**config.mk**
```make
export PLATFORM = sky130hd
export DESIGN_NAME = pop_sequence_scheduler
export DESIGN_NICKNAME = d
export VERILOG_FILES = /design/src/rtl/pop_pkg.sv /design/src/rtl/pop_phase_timer.sv /design/src/rtl/pop_sequence_scheduler.sv
export SDC_FILE = /design/constraint.sdc
export NUM_CORES = 1
export LEC_CHECK = 0
export BUFFER_PORTS_ARGS = -buffer_cell sky130_fd_sc_hd__buf_2
export CAP_MARGIN = 10
export CORE_MARGIN = 2
export CORE_UTILIZATION = 30
export CTS_CLUSTER_DIAMETER = 120
export CTS_CLUSTER_SIZE = 16
export DETAILED_ROUTE_END_ITERATION = 10
export PLACE_DENSITY_LB_ADDON = 0.15
export REMOVE_ABC_BUFFERS = 1
export SLEW_MARGIN = 15
export SYNTH_ARGS = -nofsm -noshare
export SYNTH_HDL_FRONTEND = slang
export SYNTH_SLANG_ARGS = --single-unit
```
**constraint.sdc**
```tcl
create_clock -name clock_2_5M -period 13.4 [get_ports clock_2_5M]
set_input_delay 2.68 -clock clock_2_5M [delete_from_list [all_inputs] [get_ports clock_2_5M]]
set_output_delay 2.68 -clock clock_2_5M [all_outputs]
set_load 0.005 [all_outputs]
```
**src/rtl/pop_pkg.sv**
```systemverilog
// Shared types, register map and default durations for the POP sequence scheduler.
// POP_RAMSEY_EN selects the Ramsey sequence (MW1, FREE, MW2); undefined builds the Rabi sequence.
package pop_pkg;

  typedef enum logic [2:0] {
    StIdle,
    StPump,
    StDark,
    StMw1,
    StFree,
    StMw2,
    StProbe
  } state_e;

  localparam logic [2:0] ADDR_PUMP  = 3'd0;
  localparam logic [2:0] ADDR_DARK  = 3'd1;
  localparam logic [2:0] ADDR_MW    = 3'd2;
  localparam logic [2:0] ADDR_FREE  = 3'd3;
  localparam logic [2:0] ADDR_PROBE = 3'd4;
  localparam logic [2:0] ADDR_SDLY  = 3'd5;
  localparam logic [2:0] ADDR_SLEN  = 3'd6;
  localparam logic [2:0] ADDR_NCYC  = 3'd7;

  localparam int unsigned POP_DEF_PUMP  = 1000;
  localparam int unsigned POP_DEF_DARK  = 50;
  localparam int unsigned POP_DEF_MW    = 200;
  localparam int unsigned POP_DEF_FREE  = 2000;
  localparam int unsigned POP_DEF_PROBE = 500;

  // Phase order within one POP cycle; StIdle after StProbe marks the cycle boundary.
  function automatic state_e next_phase(input state_e st);
    state_e nxt;
    case (st)
      StPump:  nxt = StDark;
      StDark:  nxt = StMw1;
`ifdef POP_RAMSEY_EN
      StMw1:   nxt = StFree;
`else
      StMw1:   nxt = StProbe;
`endif
      StFree:  nxt = StMw2;
      StMw2:   nxt = StProbe;
      default: nxt = StIdle;
    endcase
    return nxt;
  endfunction

  function automatic logic [2:0] phase_addr(input state_e st);
    logic [2:0] a;
    case (st)
      StDark:        a = ADDR_DARK;
      StMw1, StMw2:  a = ADDR_MW;
      StFree:        a = ADDR_FREE;
      StProbe:       a = ADDR_PROBE;
      default:       a = ADDR_PUMP;
    endcase
    return a;
  endfunction

endpackage

```
**src/rtl/pop_phase_timer.sv**
```systemverilog
// Loadable down-counter shared by all timed phases; expire is high while the count is zero.
module pop_phase_timer #(
  parameter int unsigned WIDTH = 16
) (
  input  logic             clock_2_5M,
  input  logic             reset,
  input  logic             load,
  input  logic [WIDTH-1:0] load_value,
  output logic [WIDTH-1:0] value,
  output logic             expire
);

  logic [WIDTH-1:0] cnt_q, cnt_d;

  always_comb begin
    cnt_d = cnt_q;
    if (load) begin
      cnt_d = load_value;
    end else if (cnt_q != '0) begin
      cnt_d = cnt_q - WIDTH'(1);
    end
  end

  always_ff @(posedge clock_2_5M) begin
    if (reset) begin
      cnt_q <= '0;
    end else begin
      cnt_q <= cnt_d;
    end
  end

  assign value  = cnt_q;
  assign expire = (cnt_q == '0);

endmodule

```
**src/rtl/pop_sequence_scheduler.sv**
```systemverilog
// POP clock-loop sequencer: pump, MW, probe and sample gates with double-buffered durations.
// Optional macro POP_RAMSEY_EN builds the Ramsey (FREE + MW2) sequence; default is Rabi.
module pop_sequence_scheduler
  import pop_pkg::*;
#(
  parameter int unsigned WIDTH     = 16,
  parameter int unsigned DEF_PUMP  = POP_DEF_PUMP,
  parameter int unsigned DEF_DARK  = POP_DEF_DARK,
  parameter int unsigned DEF_MW    = POP_DEF_MW,
  parameter int unsigned DEF_FREE  = POP_DEF_FREE,
  parameter int unsigned DEF_PROBE = POP_DEF_PROBE
) (
  input  logic             clock_2_5M,
  input  logic             reset,
  input  logic             start,
  input  logic             stop,
  input  logic             cfg_wr,
  input  logic [2:0]       cfg_addr,
  input  logic [WIDTH-1:0] cfg_data,
  output logic             pump,
  output logic             MW,
  output logic             probe,
  output logic             sample,
  output logic             busy,
  output logic             cycle_tick,
  output logic             done
);

  state_e           state_q, state_d, cand;
  logic [WIDTH-1:0] stg_q [8];
  logic [WIDTH-1:0] stg_d [8];
  logic [WIDTH-1:0] act_q [8];
  logic [WIDTH-1:0] act_d [8];
  logic [WIDTH-1:0] cyc_cnt_q, cyc_cnt_d, cyc_inc, cyc_next_inc;
  logic             stop_pend_q, stop_pend_d;
  logic             pump_q, mw_q, probe_q, sample_q, busy_q, tick_q, done_q;
  logic             pump_d, mw_d, probe_d, sample_d, busy_d, tick_d, done_d;
  logic             copy, advance, end_run, done_now, tick_now;
  logic             final_bnd, final_next, last_probe, wr_ok;
  logic             tmr_load, tmr_expire;
  logic [WIDTH-1:0] tmr_load_val, tmr_value, cnt_next, probe_idx;
  logic [WIDTH:0]   idx_ext, win_lo, win_hi;

  function automatic logic [WIDTH-1:0] reg_default(input int unsigned a);
    logic [WIDTH-1:0] rv;
    case (a)
      0:       rv = WIDTH'(DEF_PUMP);
      1:       rv = WIDTH'(DEF_DARK);
      2:       rv = WIDTH'(DEF_MW);
      3:       rv = WIDTH'(DEF_FREE);
      4:       rv = WIDTH'(DEF_PROBE);
      6:       rv = WIDTH'(1);
      default: rv = '0;
    endcase
    return rv;
  endfunction

  function automatic logic [WIDTH-1:0] sat_inc(input logic [WIDTH-1:0] v);
    return (&v) ? v : v + WIDTH'(1);
  endfunction

  // First phase at or after 'from' with a nonzero duration; StIdle means the cycle ran out.
  function automatic state_e first_live(input state_e from, input logic [WIDTH-1:0] d [8]);
    state_e st;
    st = from;
    for (int i = 0; i < 6; i++) begin
      if (st != StIdle && d[phase_addr(st)] == '0) begin
        st = next_phase(st);
      end
    end
    return st;
  endfunction

`ifdef POP_RAMSEY_EN
  assign wr_ok = cfg_wr;
`else
  assign wr_ok = cfg_wr && (cfg_addr != ADDR_FREE);
`endif

  assign cyc_inc   = sat_inc(cyc_cnt_q);
  assign final_bnd = (act_q[ADDR_NCYC] != '0 && cyc_inc >= act_q[ADDR_NCYC]) ||
                     stop_pend_q || stop;
  assign advance   = (state_q == StIdle) ? start : tmr_expire;

  // Sequencing: phase advance, zero-length skipping and cycle-boundary handling.
  always_comb begin
    state_d   = state_q;
    cand      = StIdle;
    copy      = 1'b0;
    end_run   = 1'b0;
    done_now  = 1'b0;
    tick_now  = 1'b0;
    cyc_cnt_d = cyc_cnt_q;
    if (state_q == StIdle) begin
      if (start) begin
        copy      = 1'b1;
        cyc_cnt_d = '0;
        state_d   = first_live(StPump, stg_q);
        done_now  = (state_d == StIdle);
      end
    end else if (tmr_expire) begin
      cand = first_live(next_phase(state_q), act_q);
      if (cand != StIdle) begin
        state_d = cand;
      end else begin
        cyc_cnt_d = cyc_inc;
        if (state_q == StProbe) begin
          // The end-of-run decision was taken on entry to the last probe cycle.
          end_run = done_q;
        end else begin
          end_run  = final_bnd;
          tick_now = 1'b1;
          done_now = final_bnd;
        end
        if (end_run) begin
          state_d = StIdle;
        end else begin
          copy    = 1'b1;
          state_d = first_live(StPump, stg_q);
          if (state_d == StIdle) begin
            done_now = 1'b1;
          end
        end
      end
    end
  end

  // Staging/active registers; the copy sees staging before any same-edge write.
  always_comb begin
    for (int i = 0; i < 8; i++) begin
      stg_d[i] = stg_q[i];
      act_d[i] = copy ? stg_q[i] : act_q[i];
    end
    if (wr_ok) begin
      stg_d[cfg_addr] = cfg_data;
    end
  end

  // Next-state outputs, registered below.
  always_comb begin
    tmr_load     = advance && (state_d != StIdle);
    tmr_load_val = act_d[phase_addr(state_d)] - WIDTH'(1);
    if (tmr_load) begin
      cnt_next = tmr_load_val;
    end else if (tmr_expire) begin
      cnt_next = '0;
    end else begin
      cnt_next = tmr_value - WIDTH'(1);
    end
    probe_idx    = act_d[ADDR_PROBE] - WIDTH'(1) - cnt_next;
    idx_ext      = {1'b0, probe_idx};
    win_lo       = {1'b0, act_d[ADDR_SDLY]};
    win_hi       = {1'b0, act_d[ADDR_SDLY]} + {1'b0, act_d[ADDR_SLEN]};
    cyc_next_inc = sat_inc(cyc_cnt_d);
    final_next   = (act_d[ADDR_NCYC] != '0 && cyc_next_inc >= act_d[ADDR_NCYC]) ||
                   stop_pend_q || stop;
    last_probe   = (state_d == StProbe) && (cnt_next == '0);

    pump_d   = (state_d == StPump);
    mw_d     = (state_d == StMw1) || (state_d == StMw2);
    probe_d  = (state_d == StProbe);
    sample_d = probe_d && (idx_ext >= win_lo) && (idx_ext < win_hi);
    busy_d   = (state_d != StIdle);
    tick_d   = tick_now || last_probe;
    done_d   = done_now || (last_probe && final_next);

    stop_pend_d = (state_d == StIdle) ? 1'b0 :
                  (stop_pend_q || (stop && (state_q != StIdle || start)));
  end

  pop_phase_timer #(
    .WIDTH(WIDTH)
  ) u_timer (
    .clock_2_5M(clock_2_5M),
    .reset     (reset),
    .load      (tmr_load),
    .load_value(tmr_load_val),
    .value     (tmr_value),
    .expire    (tmr_expire)
  );

  always_ff @(posedge clock_2_5M) begin
    if (reset) begin
      state_q     <= StIdle;
      cyc_cnt_q   <= '0;
      stop_pend_q <= 1'b0;
      pump_q      <= 1'b0;
      mw_q        <= 1'b0;
      probe_q     <= 1'b0;
      sample_q    <= 1'b0;
      busy_q      <= 1'b0;
      tick_q      <= 1'b0;
      done_q      <= 1'b0;
      for (int i = 0; i < 8; i++) begin
        stg_q[i] <= reg_default(i);
        act_q[i] <= reg_default(i);
      end
    end else begin
      state_q     <= state_d;
      cyc_cnt_q   <= cyc_cnt_d;
      stop_pend_q <= stop_pend_d;
      pump_q      <= pump_d;
      mw_q        <= mw_d;
      probe_q     <= probe_d;
      sample_q    <= sample_d;
      busy_q      <= busy_d;
      tick_q      <= tick_d;
      done_q      <= done_d;
      for (int i = 0; i < 8; i++) begin
        stg_q[i] <= stg_d[i];
        act_q[i] <= act_d[i];
      end
    end
  end

  assign pump       = pump_q;
  assign MW         = mw_q;
  assign probe      = probe_q;
  assign sample     = sample_q;
  assign busy       = busy_q;
  assign cycle_tick = tick_q;
  assign done       = done_q;

endmodule

```
Word level (Yosys, flattened, before mapping)
Index checks and enable logic that the tools add are counted.
{"block": "word_totals", "reg_bits": 299, "input_bits": 24, "output_inout_bits": 7}
{"block": "classes", "addsub": 7, "n_lt_le_gt_ge": 25, "n_eq_ne": 109, "mux": 254, "bitwise_logic": 20, "reduce_logical": 103}
{"cell": "$bmux W16 S3", "count": 19}
{"cell": "$mux W16", "count": 57}
{"cell": "$pmux W3 S4", "count": 34}
{"cell": "$mux W3", "count": 119}
{"cell": "$logic_not A16 Y1", "count": 20}
{"cell": "$eq A3 B3 Y1 const B", "count": 54}
{"cell": "$bwmux W128", "count": 1}
{"cell": "$eq A3 B2 Y1 const B", "count": 36}
{"cell": "$ge A4 B4 Y1 const B", "count": 20}
{"cell": "$not A3 Y4", "count": 20}
{"cell": "$reduce_bool A3 Y1", "count": 19}
{"cell": "$eq A3 B1 Y1 const B", "count": 18}
{"cell": "$demux W16 S3", "count": 1}
{"cell": "$ge A16 B16 Y1", "count": 3}
{"cell": "$reduce_bool A16 Y1", "count": 3}
{"cell": "$sub A16 B1 Y16 const B", "count": 3}
{"cell": "$reduce_or A2 Y1", "count": 19}
{"cell": "$add A16 B1 Y16 const B", "count": 2}
{"cell": "$reduce_and A16 Y1", "count": 2}
{"cell": "$logic_and A1 B1 Y1", "count": 26}
{"cell": "$mux W1", "count": 21}
{"cell": "$add A16 B16 Y17", "count": 1}
{"cell": "$lt A16 B17 Y1", "count": 1}
{"cell": "$sub A16 B16 Y16", "count": 1}
{"cell": "other kinds (6)", "count": 18}

Longest topological paths before layout
{"block": "logic_depth", "ltp_word": 214, "depth_mapped": 54}

Modules after synthesis
From an unflattened synthesis, not the netlist that was laid out.
{"block": "hier_totals", "hier_cells": 2197, "area_unflattened_um2": 17707.0}
{"module": "pop_sequence_scheduler", "instances": 1, "cells_each": 2081, "area_per_inst_um2": 16742.3}
{"module": "pop_phase_timer", "instances": 1, "cells_each": 116, "area_per_inst_um2": 964.7}

Worst setup path after synthesis
No wires, ideal clock.
{"block": "synth_path", "path_type": "register to register", "start": "reg cyc_cnt_q[3]", "end": "reg sample_q (netlist: sample)", "setup_time_ps": 92, "arrival_time_ps": 9705, "setup_slack_ps": 3603, "path_stages_with_launch": 54, "path_buffers": 13, "period_less_slack_ps": 9797, "path_cell_list": "dfxtp_1 clkbuf_1 nand3_1 nor2_1 nand3_1 or3_1 clkbuf_1 nand2b_1 or2_2 clkbuf_1 nor2_1 xor2_1 ha_1 and3_1 and3_1 o2111ai_1 a21oi_1 o21ai_0 [... 18 more ...] a21o_1 a21o_1 a21o_1 a21o_1 a21o_1 a21o_1 a21oi_1 nor2b_1 o21ai_0 nand2b_1 a21o_1 a21o_1 a21o_1 a21o_1 a21o_1 a21oi_1 nor3_1 nor4_1"}
{"element": "from (decl)", "line_no": "pop_sequence_scheduler.sv:34", "text": "logic [WIDTH-1:0] cyc_cnt_q, cyc_cnt_d, cyc_inc, cyc_next_inc;"}
{"element": "from (signal assigned)", "line_no": "pop_sequence_scheduler.sv:200", "text": "cyc_cnt_q <= cyc_cnt_d;"}
{"element": "to (signal assigned)", "line_no": "pop_sequence_scheduler.sv:205", "text": "sample_q <= sample_d;"}
{"element": "to (decl)", "line_no": "pop_sequence_scheduler.sv:36", "text": "logic pump_q, mw_q, probe_q, sample_q, busy_q, tick_q, done_q;"}

Worst setup path in the final report
{"block": "layout_path", "start": "reg cyc_cnt_q[3]", "end": "reg sample_q (netlist: sample)"}
{"block": "layout_between", "elab_chain_cells": 27}
{"element": "$add A16 B1 Y16 / $reduce_and A16 Y1 (equally long branches)", "line_no": "pop_sequence_scheduler.sv:59", "text": "return (&v) ? v : v + WIDTH'(1);"}
{"element": "$mux W16 *", "line_no": "pop_sequence_scheduler.sv:59"}
{"element": "$ge A16 B16 Y1 *", "line_no": "pop_sequence_scheduler.sv:81", "text": "assign final_bnd = (act_q[ADDR_NCYC] != '0 && cyc_inc >= act_q[ADDR_NCYC]) ||"}
{"element": "$logic_and A1 B1 Y1 *", "line_no": "pop_sequence_scheduler.sv:81"}
{"element": "$logic_or A1 B1 Y1 *", "line_no": "pop_sequence_scheduler.sv:81"}
{"element": "$logic_or A1 B1 Y1 *", "line_no": "pop_sequence_scheduler.sv:82", "text": "stop_pend_q || stop;"}
{"element": "$mux W1 *", "line_no": "pop_sequence_scheduler.sv:107", "text": "if (state_q == StProbe) begin"}
{"element": "$mux W1 *", "line_no": "pop_sequence_scheduler.sv:103", "text": "if (cand != StIdle) begin"}
{"element": "[... 10 more ...]"}
{"element": "$bmux W16 S3", "line_no": "pop_sequence_scheduler.sv:142", "text": "tmr_load_val = act_d[phase_addr(state_d)] - WIDTH'(1);"}
{"element": "$mux W16 (implied by the code) (2 in series)", "line_no": "pop_sequence_scheduler.sv:142"}
{"element": "$sub A16 B1 Y16", "line_no": "pop_sequence_scheduler.sv:142"}
{"element": "$mux W16", "line_no": "pop_sequence_scheduler.sv:143", "text": "if (tmr_load) begin"}
{"element": "$sub A16 B16 Y16", "line_no": "pop_sequence_scheduler.sv:150", "text": "probe_idx = act_d[ADDR_PROBE] - WIDTH'(1) - cnt_next;"}
{"element": "$ge A16 B16 Y1", "line_no": "pop_sequence_scheduler.sv:162", "text": "sample_d = probe_d && (idx_ext >= win_lo) && (idx_ext < win_hi);"}
{"element": "$logic_and A1 B1 Y1", "line_no": "pop_sequence_scheduler.sv:162"}
{"element": "$logic_and A1 B1 Y1 *", "line_no": "pop_sequence_scheduler.sv:162"}
Mark *: on every way between the ends. The rest lies on a longest branch, timed or not. The select of a mux whose other input is x is not followed.
A chain may end at the register's enable or synchronous reset.

==> results by group <==
Status
  • Status: finished clean

Critical path
  • Critical path class: flop to flop
  • Most frequent cell on the critical path: sky130_fd_sc_hd__a21o_1
  • Cell type group with the largest total delay on the critical path: compound AO/OA/AOI/OAI gates
  • Sort of element at the end of the critical path: flop
  • Longest individual stage delay on the worst path: 680 ps
  • Worst flop-to-flop path endpoint: sample
  • Number of cells on the worst reg-to-reg path: 46
  • Slowest CP cell: sky130_fd_sc_hd__or4b_1
  • Critical path buffers and inverters: 2
  • Crit path max fanout: 14
  • Setup slack of the most critical reg-to-reg path: 2140 ps
  • Startpoint class of the critical path: flop
  • Required time at the endpoint of the critical path: 13,850 ps
  • Worst Setup SP: cyc_cnt_q[3]
  • Critical path data arrival time: 11,710 ps
  • Reg-to-Reg Start: cyc_cnt_q[3]

Clock tree
  • Post-CTS sizing: 0
  • Number of buffers inserted by hold repair at cts: 0
  • CTS clk-pin slew, worst paths: 80 ps
  • Library cell used as clock root buffer: sky130_fd_sc_hd__clkbuf_16
  • TritonCTS Sinks: 299
  • Total number of H-tree levels: 1
  • Clock buffer count from CTS: 22
  • Number of buffers on the longest clock path: 3
  • CTS tree: yes
  • Number of setup buffers added after CTS: 0
  • Clock latency at the later pin of the worst-skew pair: 570 ps

Detailed routing
  • Met2 layer wire length in the routed design: 30,100 um
  • Remaining routing DRC violations: 0
  • Top layer reached by signal wires: met4
  • Post-DR wirelength/cell: 22.3 um
  • Total detailed-routing wirelength: 66,300 um
  • Metal-1 WL: 30,600 um
  • Pre-antenna DRT Iters: 5
  • Via count: 16,200
  • Met3 wire length: 3550 um
  • First-iteration detailed-routing DRC count: 1,438
  • Via/cell ratio: 5.43
  • Count of antenna-violating nets left after detailed routing: 0

STA
  • Max-Slew Margin vs Limit: 0.238
  • Unrepaired setup endpoints after global routing: false
  • Final-layout worst hold slack: 457 ps
  • Actual transition at the worst max-transition pin: 1140 ps
  • Total count of hold-check failures in the final report: 0
  • Upper clock frequency limit: 88.8 MHz
  • Final setup slack of the worst path: 2140 ps
  • Ratio of final minimum period to clock period: 0.840
  • Max-slew violation total from the final report: 0
  • Final number of setup-violating endpoints: 0
  • Sum of negative setup slack: 0 ps
  • Final Critical Period: 11,260 ps
  • Setup skew after layout: 32.2 ps

Layout
  • Inserted Diodes: 0
  • Final nets: 2,339
  • Post-route cell area: 0.0188 sq mm
  • Layout overhead on the synthesized area: 8.29%
  • Share of post-route cells with drive strength above 1: 0.0601

Logic synthesis
  • Biggest area consumer among synthesized cells: sky130_fd_sc_hd__dfxtp_1
  • Cell types with the largest area share after synthesis: sky130_fd_sc_hd__dfxtp_1 34%, sky130_fd_sc_hd__nand2_1 9.9%, sky130_fd_sc_hd__ha_1 7.3%, sky130_fd_sc_hd__a21oi_1 6.2%, sky130_fd_sc_hd__mux2i_1 4.8%
  • Synthesis-stage register bit count: 299
  • Yosys Warn Count: 0
  • Async SR Flop Fraction: 0
  • Area fraction of the dominant cell type after synthesis: 0.344
  • Gate Count Post-Synth: 2,253
  • Dominant register cell in the synthesized netlist: sky130_fd_sc_hd__dfxtp_1
  • Average instance area after synthesis: 7.72 sq um
  • Number of flops mapped to enable cells by yosys: 0
  • Number of library cell types mapped by synthesis: 89
  • Share of synthesized area occupied by flip-flops and latches: 0.344
  • Mapped cell area: 0.0174 sq mm

Run
  • Number of max-cap violations: 0

Floorplanning
  • Width of the die: 245 um
  • Die area: 0.0599 sq mm
  • Vertical die dimension: 245 um
  • # IOs: 31
  • Number of rows created at floorplan: 88
  • Effective utilization at floorplan: 0.303
  • Placeable core region: 0.0575 sq mm

Global route
  • Number of global-route vias before repair: 15,600
  • Global-route wire length before repair: 100,000 um
  • Overall overflow remaining after global route: 0
  • Pin count of the biggest net entering global routing: 72
  • Tot GR Track Use: 0.219
  • Number of antenna violations at the first check in global routing: 4

Placement
  • Placement Cell Area: 0.0182 sq mm
  • Weighted congestion reported at the end of routability-driven placement: 0.980
  • Count of port buffers added during placement: 30
  • Setup slack at placement: 2320 ps
  • HPWL reported at the end of detailed placement: 49,100 um

Hold path
  • Count of cells along the worst hold path: 2
  • Worst hold path class: flop to flop
  • Hold Startpoint: stg_q[10]
  • Worst Hold End: stg_q[10]

Pwr
  • Total leakage power: 7.54 nW
  • Cell area power density: 174 mW/mm^2
  • Peak VDD IR: 0.0909 mV
-- cells by family after synthesis --
family | count (synthesis) | synth area share
AND/OR/NAND/NOR | 989 | 0.260
flip-flops | 299 | 0.344
AO/OA/AOI/OAI | 501 | 0.185
adder cells (fa/ha/maj) | 103 | 0.0749
buffers and inverters | 200 | 0.0470
multiplexers | 92 | 0.0535
XOR/XNOR | 69 | 0.0352
-- report_power, final --
part | total [mW] | leakage, nW | switching (mW) | internal, mW
Sequential | 0.975 | 2.42 | 0.0446 | 0.931
Clock | 0.665 | 0.299 | 0.341 | 0.324
Combinational | 1.64 | 4.82 | 0.965 | 0.680
-- cells in the mapped netlist, drive strengths merged, types with 13 or more instances --
| cell | instances |
|---|---|
| nand3 | 72 |
| clkbuf | 86 |
| nor2 | 191 |
| o21ai | 63 |
| xnor2 | 43 |
| mux2i | 84 |
| a21o | 45 |
| or3 | 15 |
| and2 | 20 |
| and3 | 14 |
| a211oi | 22 |
| o21a | 14 |
| buf | 31 |
| nand4 | 19 |
| nor2b | 32 |
| nand2b | 31 |
| a21oi | 215 |
| dfxtp | 299 |
| or2 | 13 |
| nand2 | 457 |
| xor2 | 26 |
| a31oi | 19 |
| ha | 101 |
| nor3 | 45 |
| nor4 | 56 |
| or4 | 13 |
| inv | 82 |
| o31ai | 15 |
-- per-stage QoR --
step	power (mW)	utilization	cells
final	3.29	0.328	2978
after global routing	3.57	0.328	2978
after CTS	3.30	0.328	2978
after detailed placement	2.63	0.317	2953
after global placement	2.61	0.317	2953
after floorplan	2.21	-	2136
-- area by class of cell --
class                           instances  area, sq um
Clock inverter                          1         30.0
Sequential cell                       299         5990
Tap cell                              765          957
Inverter                               83          312
Fill cell                            6182        38600
Clock buffer                           24          579
Multi-Input combinational cell       1754        10600
Timing Repair Buffer                   52          324
-- worst register-to-register path, delay by kind of cell, from the launching register on --
family                   cells  cell delay (ps)
AO/OA/AOI/OAI               20             4580
AND/OR/NAND/NOR             17             4080
adder cells (fa/ha/maj)      4             1170
XOR/XNOR                     3              470
flip-flops                   1              470
buffers and inverters        2              380
-- layer usage --
layer | up-vias | track usage
met5 | - | 0
met4 | 0 | 0.0608
met3 | 93 | 0.0237
met2 | 446 | 0.360
met1 | 7817 | 0.301
li1 | 7803 | -
-- sequential cells by signal, indices dropped and copies added (netlist names) --
signal,flops
stop_pend_q,1
cycle_tick,1
cyc_cnt_q,16
act_q,128
busy,1
pump,1
MW,1
sample,1
u_timer.value,16
state_q,3
probe,1
done,1
stg_q,128
-- worst max path at each step --
stage	to	slack, ps	depth (start not counted)
floorplan	sample	900	30
global placement	sample	2310	45
detailed placement	sample	2320	46
CTS	sample	2240	46
global route	sample	1220	46
finish	sample	2140	46
-- placed cells by master (no fill, tap or decap), types with 45 or more instances in the layout --
cell type                 instances
sky130_fd_sc_hd__a21oi_1        214
sky130_fd_sc_hd__nand2_1        457
sky130_fd_sc_hd__mux2i_1         84
sky130_fd_sc_hd__dfxtp_1        299
sky130_fd_sc_hd__inv_1           81
sky130_fd_sc_hd__a21o_1          45
sky130_fd_sc_hd__ha_1           101
sky130_fd_sc_hd__nor2_1         183
sky130_fd_sc_hd__nand3_1         71
sky130_fd_sc_hd__nor4_1          53
sky130_fd_sc_hd__o21ai_0         57
Note: power is estimated with default switching activity, not from simulation.
